### src/rtl/cp0_fwd_pipe_pkg.sv
// Shared CP0 forwarding definitions: default widths, CP0 register addresses and entry layout.
package cp0_fwd_pipe_pkg;

  localparam int unsigned CP0_DATA_W = 32;
  localparam int unsigned CP0_ADDR_W = 5;

  localparam logic [CP0_ADDR_W-1:0] CP0_STATUS = 5'd12;
  localparam logic [CP0_ADDR_W-1:0] CP0_CAUSE  = 5'd13;
  localparam logic [CP0_ADDR_W-1:0] CP0_EPC    = 5'd14;

  // Shadow entry layout at default widths; the pipe keeps each field in its own vector.
  typedef struct packed {
    logic                  vld;
    logic [CP0_ADDR_W-1:0] addr;
    logic [CP0_DATA_W-1:0] data;
    logic                  dok;
  } cp0_entry_t;

endpackage

### src/rtl/cp0_fwd_lookup.sv
// Priority search of one CP0 address over the shadow stages, youngest (stage 0) first.
module cp0_fwd_lookup #(
  parameter int unsigned DATA_W     = 32,
  parameter int unsigned ADDR_W     = 5,
  parameter int unsigned DEPTH      = 3,
  parameter int unsigned LATE_STAGE = 1
) (
  input  logic [ADDR_W-1:0]             addr_i,
  input  logic [DEPTH-1:0]              vld_i,
  input  logic [DEPTH-1:0][ADDR_W-1:0]  addr_vec_i,
  input  logic [DEPTH-1:0][DATA_W-1:0]  data_vec_i,
  input  logic [DEPTH-1:0]              dok_i,
  input  logic                          late_en_i,
  input  logic [DATA_W-1:0]             late_data_i,
  output logic                          hit_o,
  output logic                          pending_o,
  output logic [DATA_W-1:0]             data_o
);

  // Walk oldest to youngest so the youngest match is written last and wins.
  always_comb begin
    hit_o     = 1'b0;
    pending_o = 1'b0;
    data_o    = '0;
    for (int k = DEPTH - 1; k >= 0; k--) begin
      if (vld_i[k] && (addr_vec_i[k] == addr_i)) begin
        hit_o = 1'b1;
        if (dok_i[k]) begin
          pending_o = 1'b0;
          data_o    = data_vec_i[k];
        end else if ((k == LATE_STAGE) && late_en_i) begin
          pending_o = 1'b0;
          data_o    = late_data_i;
        end else begin
          pending_o = 1'b1;
          data_o    = '0;
        end
      end
    end
  end

endmodule

### src/rtl/cp0_fwd_pipe.sv
// CP0 write-tracking shadow pipeline with youngest-first read/EPC forwarding and oldest-entry commit.
module cp0_fwd_pipe
  import cp0_fwd_pipe_pkg::*;
#(
  parameter int unsigned      DATA_W     = CP0_DATA_W,
  parameter int unsigned      ADDR_W     = CP0_ADDR_W,
  parameter int unsigned      DEPTH      = 3,
  parameter int unsigned      NUM_RD     = 2,
  parameter int unsigned      LATE_STAGE = 1,
  parameter logic [ADDR_W-1:0] EPC_ADDR  = ADDR_W'(CP0_EPC)
) (
  input  logic                     clk,
  input  logic                     rst_n,
  input  logic                     stall_i,
  input  logic                     flush_i,
  input  logic                     iss_en_i,
  input  logic [ADDR_W-1:0]        iss_addr_i,
  input  logic [DATA_W-1:0]        iss_data_i,
  input  logic                     iss_dok_i,
  input  logic                     late_en_i,
  input  logic [DATA_W-1:0]        late_data_i,
  input  logic [NUM_RD*ADDR_W-1:0] rd_addr_i,
  input  logic [NUM_RD*DATA_W-1:0] rd_arr_i,
  input  logic [DATA_W-1:0]        epc_arr_i,
  output logic [NUM_RD*DATA_W-1:0] rd_data_o,
  output logic [NUM_RD-1:0]        rd_stall_o,
  output logic [DATA_W-1:0]        epc_o,
  output logic                     cp_we_o,
  output logic [ADDR_W-1:0]        cp_waddr_o,
  output logic [DATA_W-1:0]        cp_wdata_o
);

  logic [DEPTH-1:0]             vld_q, vld_d, dok_q, dok_d;
  logic [DEPTH-1:0][ADDR_W-1:0] addr_q, addr_d;
  logic [DEPTH-1:0][DATA_W-1:0] data_q, data_d;
  logic                         late_fill;

  assign late_fill = late_en_i & vld_q[LATE_STAGE] & ~dok_q[LATE_STAGE];

  // Fill and flush act on current occupants first, so a filled entry carries its data when it moves
  // and a flushed entry cannot slip into the commit stage.
  always_comb begin
    vld_d  = vld_q;
    addr_d = addr_q;
    data_d = data_q;
    dok_d  = dok_q;
    if (late_fill) begin
      dok_d[LATE_STAGE]  = 1'b1;
      data_d[LATE_STAGE] = late_data_i;
    end
    if (flush_i) begin
      vld_d[DEPTH-2:0] = '0;
    end
    if (!stall_i) begin
      for (int k = DEPTH - 1; k > 0; k--) begin
        vld_d[k]  = vld_d[k-1];
        addr_d[k] = addr_d[k-1];
        data_d[k] = data_d[k-1];
        dok_d[k]  = dok_d[k-1];
      end
      vld_d[0]  = iss_en_i & ~flush_i;
      addr_d[0] = iss_addr_i;
      data_d[0] = iss_data_i;
      dok_d[0]  = iss_dok_i;
    end
  end

  always_ff @(posedge clk or negedge rst_n) begin
    if (!rst_n) begin
      vld_q  <= '0;
      addr_q <= '0;
      data_q <= '0;
      dok_q  <= '0;
    end else begin
      vld_q  <= vld_d;
      addr_q <= addr_d;
      data_q <= data_d;
      dok_q  <= dok_d;
    end
  end

  assign cp_we_o    = vld_q[DEPTH-1] & dok_q[DEPTH-1] & ~stall_i;
  assign cp_waddr_o = addr_q[DEPTH-1];
  assign cp_wdata_o = data_q[DEPTH-1];

  // Index NUM_RD is the EPC tap; the others are the read ports.
  logic [NUM_RD:0]             lk_hit, lk_pend;
  logic [NUM_RD:0][ADDR_W-1:0] lk_addr;
  logic [NUM_RD:0][DATA_W-1:0] lk_data;

  for (genvar p = 0; p <= NUM_RD; p++) begin : g_lookup
    if (p < NUM_RD) begin : g_port
      assign lk_addr[p] = rd_addr_i[p*ADDR_W +: ADDR_W];
      assign rd_data_o[p*DATA_W +: DATA_W] = (lk_hit[p] & ~lk_pend[p]) ? lk_data[p]
                                                                         : rd_arr_i[p*DATA_W +: DATA_W];
      assign rd_stall_o[p] = lk_hit[p] & lk_pend[p];
    end else begin : g_epc
      assign lk_addr[p] = EPC_ADDR;
    end

    cp0_fwd_lookup #(
      .DATA_W     (DATA_W),
      .ADDR_W     (ADDR_W),
      .DEPTH      (DEPTH),
      .LATE_STAGE (LATE_STAGE)
    ) u_lookup (
      .addr_i      (lk_addr[p]),
      .vld_i       (vld_q),
      .addr_vec_i  (addr_q),
      .data_vec_i  (data_q),
      .dok_i       (dok_q),
      .late_en_i   (late_en_i),
      .late_data_i (late_data_i),
      .hit_o       (lk_hit[p]),
      .pending_o   (lk_pend[p]),
      .data_o      (lk_data[p])
    );
  end

  assign epc_o = (lk_hit[NUM_RD] & ~lk_pend[NUM_RD]) ? lk_data[NUM_RD] : epc_arr_i;

endmodule

### config.mk
export PLATFORM = sky130hd
export DESIGN_NAME = cp0_fwd_pipe
export DESIGN_NICKNAME = d
export VERILOG_FILES = /design/src/rtl/cp0_fwd_pipe_pkg.sv /design/src/rtl/cp0_fwd_lookup.sv /design/src/rtl/cp0_fwd_pipe.sv
export SDC_FILE = /design/constraint.sdc
export NUM_CORES = 1
export LEC_CHECK = 0
export BUFFER_PORTS_ARGS = -buffer_cell sky130_fd_sc_hd__buf_2
export CAP_MARGIN = 20
export CORE_ASPECT_RATIO = 0.5
export CORE_MARGIN = 10
export CORE_UTILIZATION = 24
export DETAILED_ROUTE_END_ITERATION = 12
export GPL_ROUTABILITY_DRIVEN = 0
export HOLD_SLACK_MARGIN = 0.08
export PLACE_DENSITY = 0.51
export SLEW_MARGIN = 20
export SYNTH_ARGS = -nofsm -noshare
export SYNTH_HDL_FRONTEND = slang
export SYNTH_SLANG_ARGS = --single-unit
export TNS_END_PERCENT = 10
### constraint.sdc
create_clock -name clk -period 3.4 [get_ports clk]
set_input_delay 0.51 -clock clk [delete_from_list [all_inputs] [get_ports clk]]
set_output_delay 0.51 -clock clk [all_outputs]
set_load 0.05 [all_outputs]
## After elaboration in Yosys (flattened, before gate mapping)

Index checks and enable logic that the tools add are counted.

| storage, ports and cells | value |
|---|---|
| flip-flop bits (word level) | 117 |
| input bits | 182 |
| word-level logic and storage cells | 88 |
| output and inout port bits | 136 |

| operators by class | value |
|---|---|
| bitwise logic cells | 16 |
| muxes and demuxes | 44 |
| equal/unequal tests | 9 |
| reductions and logical operators | 9 |

Operators with widths:

| kind | count |
|---|---|
| 32-bit 2-to-1 mux | 17 |
| 64-bit 2-to-1 mux | 1 |
| 5-bit equality test | 6 |
| 1-bit 2-to-1 mux | 23 |
| 5-bit by 4-bit equality test with 1-bit output (second input constant) | 3 |
| 1-bit bitwise AND | 10 |
| 1-bit logical AND | 9 |
| 2-bit 2-to-1 mux | 3 |
| 1-bit inverter | 6 |

## Depth between registers and ports, before layout

| depth | value |
|---|---|
| word-level depth | 8 |
| gate-level depth with buffers | 8 |
| depth with buffers taken out | 5 |

## Modules after synthesis

A second synthesis with hierarchy kept.

| second synthesis, totals | value |
|---|---|
| cells, all modules | 1,526 |
| area, all modules | 12,203.0 um2 |

Modules (own cells, without submodules):

| module | cells an instance | instances | seq. area each (um2) | area an instance (um2) |
|---|---|---|---|---|
| cp0_fwd_pipe | 512 | 1 | 2,927.8 | 6,264.8 |
| cp0_fwd_lookup | 338 | 3 | 0.0 | 1,979.4 |

## Worst setup path before layout

OpenSTA, ideal clock, no wires.

| timing path | value |
|---|---|
| path type | input to output |
| start | input port rd_addr_i[1] |
| end | output port rd_data_o[10] |
| cell stages on the path | 6 |
| path buffers | 1 |
| arrival time | 2,227 ps |
| setup slack | 663 ps |
| data required time | 2,890 ps |
| path through | xnor2_1 and4_1 a211oi_2 o31ai_1 clkbuf_1 a22o_1 |

| on the way | value |
|---|---|
| cells in the longest elaborated chain, start to end | 8 |
| elaborated cells on any way between the ends | 18 |
| classes of those cells | eq/ne (3); mux (10); bitwise (2); reduce/logical (3) |

RTL lines:

| element | RTL line | source |
|---|---|---|
| from (decl) | cp0_fwd_pipe.sv:22 | `input logic [NUM_RD*ADDR_W-1:0] rd_addr_i,` |
| 5-bit equality test | cp0_fwd_lookup.sv:26 | `if (vld_i[k] && (addr_vec_i[k] == addr_i)) begin` |
| 1-bit logical AND | cp0_fwd_lookup.sv:26 |  |
| 1-bit 2-to-1 mux (3 in series) | cp0_fwd_lookup.sv:26 |  |
| 1-bit inverter | cp0_fwd_pipe.sv:94 | `assign rd_data_o[p*DATA_W +: DATA_W] = (lk_hit[p] & ~lk_pend[p]) ? lk_data[p]` |
| 1-bit bitwise AND | cp0_fwd_pipe.sv:94 |  |
| 32-bit 2-to-1 mux (*) | cp0_fwd_pipe.sv:94 |  |
| to (decl) | cp0_fwd_pipe.sv:25 | `output logic [NUM_RD*DATA_W-1:0] rd_data_o,` |

Mark *: on every way between the ends. The rest lies on a longest branch, timed or not.

## Worst setup path in the final report

| timing path | value |
|---|---|
| start | register addr_q (netlist bit cp_waddr_o[0]) |
| end | output port epc_o[27] |

| on the way | value |
|---|---|
| cells in the longest elaborated chain, start to end | 8 |
| elaborated cells on any way between the ends | 14 |
| classes of those cells | eq/ne (1); mux (10); bitwise (2); reduce/logical (1) |

RTL lines:

| element | RTL line | source |
|---|---|---|
| from (decl) | cp0_fwd_pipe.sv:34 | `logic [DEPTH-1:0][ADDR_W-1:0] addr_q, addr_d;` |
| from (signal assigned) | cp0_fwd_pipe.sv:76 | `addr_q <= addr_d;` |
| 5-bit by 4-bit equality test with 1-bit output (*) | cp0_fwd_lookup.sv:26 |  |
| 1-bit logical AND (*) | cp0_fwd_lookup.sv:26 |  |
| 1-bit 2-to-1 mux (3 in series) | cp0_fwd_lookup.sv:26 |  |
| 1-bit inverter | cp0_fwd_pipe.sv:120 | `assign epc_o = (lk_hit[NUM_RD] & ~lk_pend[NUM_RD]) ? lk_data[NUM_RD] : epc_arr_i;` |
| 1-bit bitwise AND | cp0_fwd_pipe.sv:120 |  |
| 32-bit 2-to-1 mux (*) | cp0_fwd_pipe.sv:120 |  |
| to (decl) | cp0_fwd_pipe.sv:27 | `output logic [DATA_W-1:0] epc_o,` |

Marks and branches as above.

==> flow_metrics.tcl <==
set metrics [dict create \
    synth_nets 1105 \
    cts_made_buffers 17 \
    coreArea_um2 34410 \
    cts.sinks 117 \
    power.switching_mw 1.997 \
    synth-seq-cells 117 \
    ys_types 34 \
    multi_input_area_um2 4806 \
    grt_pass1_vias 9076 \
    dr.pass1.iters 5 \
    area_growth_pct 30.80 \
    synth.avg_cell_area_um2 9.061 \
    die_area_um2 43170 \
    dr.first_iter.drc_count 925 \
    fin_util_pct 31.79 \
    grt_max_degree 71 \
    wl_met1_mm 14.54 \
    wl_met2_mm 20.55 \
    wl_met3_mm 1.833 \
    ant_nets 0 \
    p_per_area_nw_per_um2 465.4 \
    maxSlewHeadroom_pct 34.40 \
    yosysWarnings 0 \
    drc 0 \
    worst-setup-path-type "reg2out" \
    root_buffer "clkbuf_16" \
    p_sw_share_pct 39.22 \
    grt_usage_pct 16.72 \
    internal_power_mw 3.094 \
    combPwrFrac_pct 31.9 \
    status "complete, no violations" \
    dr.max_layer_used "met5" \
    setup-violations-final 0 \
    fillers 3631 \
    seq_power_share_pct 35.0 \
    cp_data_required_time_ns 2.89 \
    clkPwrFrac_pct 33.1 \
    port_buffers 317 \
    synth_cells 923 \
    die_x_um 284.0 \
    drive_gt1_share_pct 37.32 \
    period_minus_slack_ns 3.369 \
    min_period_over_period_pct 99.09 \
    worst-slew-pin-transition_ns 0.9840 \
    cp.arrival_ns 2.86 \
    final.setup.worst_slack_ns 0.03083 \
    clk_latency_ns 0.42 \
    skew_ns 0.007625 \
    path_clk_slew_ns 0.06 \
    detail_route.wl_per_cell_um 22.77 \
    clockBufferDepth 2 \
    seqCellArea_um2 2929 \
    min_path_type "in2async" \
    r2r.worst_path.cells 5 \
    maxCapViolCount 0 \
    pre_cts_slack_ns 0.4017 \
    routed_wl_mm 38.10 \
    p_leak_nw 5.069 \
    grt-ovfl-total 0 \
    cts_tree "done" \
    end_kind "output port" \
    antenna_found_initial 14 \
    worst-path-max-fanout 6 \
    vias_per_cell 5.240 \
    fin_total_pwr_mw 5.091 \
    nets 1356 \
    timing.hold.ws_ns 0.2258 \
    vias 8766 \
    ir_drop_uv 261.4 \
    htree_levels 4 \
    yosysSeqAreaShare_pct 35.01 \
    start_kind "register" \
    grt_pass1_wl_mm 56.90 \
    post-dp-hpwl_mm 27.97 \
    start_util_pct 24.30 \
    ios 318 \
    fmax_mhz 296.8 \
    rows 48 \
    slew_violations 0 \
    hold_viol_final 0 \
    r2r_slack_ns 1.00 \
    die-height_um 152.0 \
    netlist_area_um2 8363 \
]
power groups by stage:
stage	clock network (mW)	registers, mW	logic, mW
after detailed placement	0	1.80	1.63
after global placement	0	1.79	1.61
final	1.69	1.78	1.63
after floorplan	0	1.73	1.25
after global routing	1.80	1.80	1.72
after CTS	1.72	1.77	1.63
flip-flops by register name, summed over array words and instances, names as in the netlist:
signal / cells
addr_q: 10
cp_wdata_o: 32
cp_waddr_o: 5
dok_q: 3
vld_q: 3
data_q: 64
metal layers:
layer,GRT usage [%],vias to the layer above
met5,0,-
met4,6.446,6
met3,2.724,79
met2,31.47,353
met1,18.56,4430
li1,-,3898
stage by stage:
stage               instances  area (um^2)   TNS [ns]
floorplan                 923         8363          0
global placement         1625        10300          0
detailed placement       1625        10300          0
CTS                      1658        10860          0
global route             1672        10940  -0.003408
finish                   1673        10940          0
path summary, 6_finish.rpt:
kind / from / to
worst max-delay path: cp_waddr_o[0]$_DFFE_PN0N_ / epc_o[27]
worst min-delay path: rst_n / data_q[31]$_DFFE_PN0N_
worst max register to register: dok_q[1]$_DFF_PN0_ / data_q[47]$_DFF_PN0_
worst min register to register: data_q[17]$_DFFE_PN0N_ / data_q[17]$_DFFE_PN0N_
max in group asynchronous: rst_n / data_q[14]$_DFFE_PN0N_
min in group clk: flush_i / vld_q[0]$_DFF_PN0_
cells in the final DEF (no fill, tap or decap), types with 3 or more instances in the layout:
cell	n
buf_12	7
mux2_2	48
clkinv_2	6
a21oi_1	36
a221o_1	96
inv_1	33
nand4_1	4
a22o_1	96
clkbuf_16	17
nand3_1	8
buf_4	25
mux2i_1	67
xnor2_1	30
o21ai_0	34
clkinv_4	3
dfrtp_1	116
nor2_1	70
and2_1	3
diode_2	11
nand2_1	134
buf_2	315
cell usage after synthesis:
| cell | number | share of area (%) |
|---|---|---|
| nor2b_1 | 2 | 0.15 |
| nand4_1 | 4 | 0.30 |
| xnor2_1 | 30 | 3.1 |
| buf_6 | 3 | 0.40 |
| nand4b_1 | 2 | 0.21 |
| or4_4 | 1 | 0.13 |
| clkbuf_1 | 73 | 3.3 |
| nand3b_1 | 2 | 0.18 |
| inv_1 | 33 | 1.5 |
| and4b_1 | 1 | 0.12 |
| mux2_2 | 48 | 6.5 |
| a21oi_1 | 36 | 2.2 |
| o311a_1 | 2 | 0.24 |
| dfrtp_1 | 117 | 35 |
| nand2b_1 | 1 | 0.075 |
| nand2_1 | 134 | 6.0 |
| a31o_4 | 1 | 0.21 |
| o21ai_0 | 34 | 2.0 |
| mux2i_1 | 67 | 8.0 |
| or2_2 | 2 | 0.15 |
| a211oi_2 | 2 | 0.30 |
| buf_2 | 1 | 0.060 |
| nor3b_2 | 1 | 0.15 |
| and2_1 | 3 | 0.22 |
| a221o_1 | 96 | 11 |
| nand3_1 | 8 | 0.48 |
| nor2_1 | 74 | 3.3 |
| a22o_1 | 96 | 10 |
| o31ai_1 | 2 | 0.18 |
| buf_4 | 37 | 3.3 |
| or3_1 | 2 | 0.15 |
| nor3_1 | 2 | 0.12 |
| and4_1 | 2 | 0.21 |
| buf_1 | 4 | 0.18 |
repair_timing:
| action | CTS | global route |
|---|---|---|
| pin swaps | 2 | 2 |
| gates cloned | 1 | 1 |
| setup endpoints to repair | 31 | 32 |
| hold buffers | 0 | 0 |
| setup buffers | 0 | 3 |
| resized for setup | 1 | 2 |
kinds of logic after synthesis:
| logic type | share of synthesized area (%) |
|---|---|
| buf+inv | 8.722 |
| flops | 35.01 |
| simple gates | 11.98 |
| mux | 14.48 |
| xor+xnor | 3.142 |
| compound gates | 26.66 |
layout make-up:
cell class                      instances  share of cell area (%)
Timing Repair Buffer                  348                   17.51
Tap cell                              475                   5.433
Multi-Input combinational cell        657                   43.93
Sequential cell                       117                   26.78
Clock buffer                           19                   3.957
Antenna cell                           11                  0.2516
Inverter                               33                   1.132
Clock inverter                         13                   1.007
worst max-delay path, cell delays in order (launching register included):
cell	delay, ns
dfrtp_1	0.43
nand4b_1	0.33
or4_4	0.65
buf_12	0.18
o21ai_0	0.37
a221o_1	0.21
buf_2	0.26
Power figures use the tool's default switching activity.
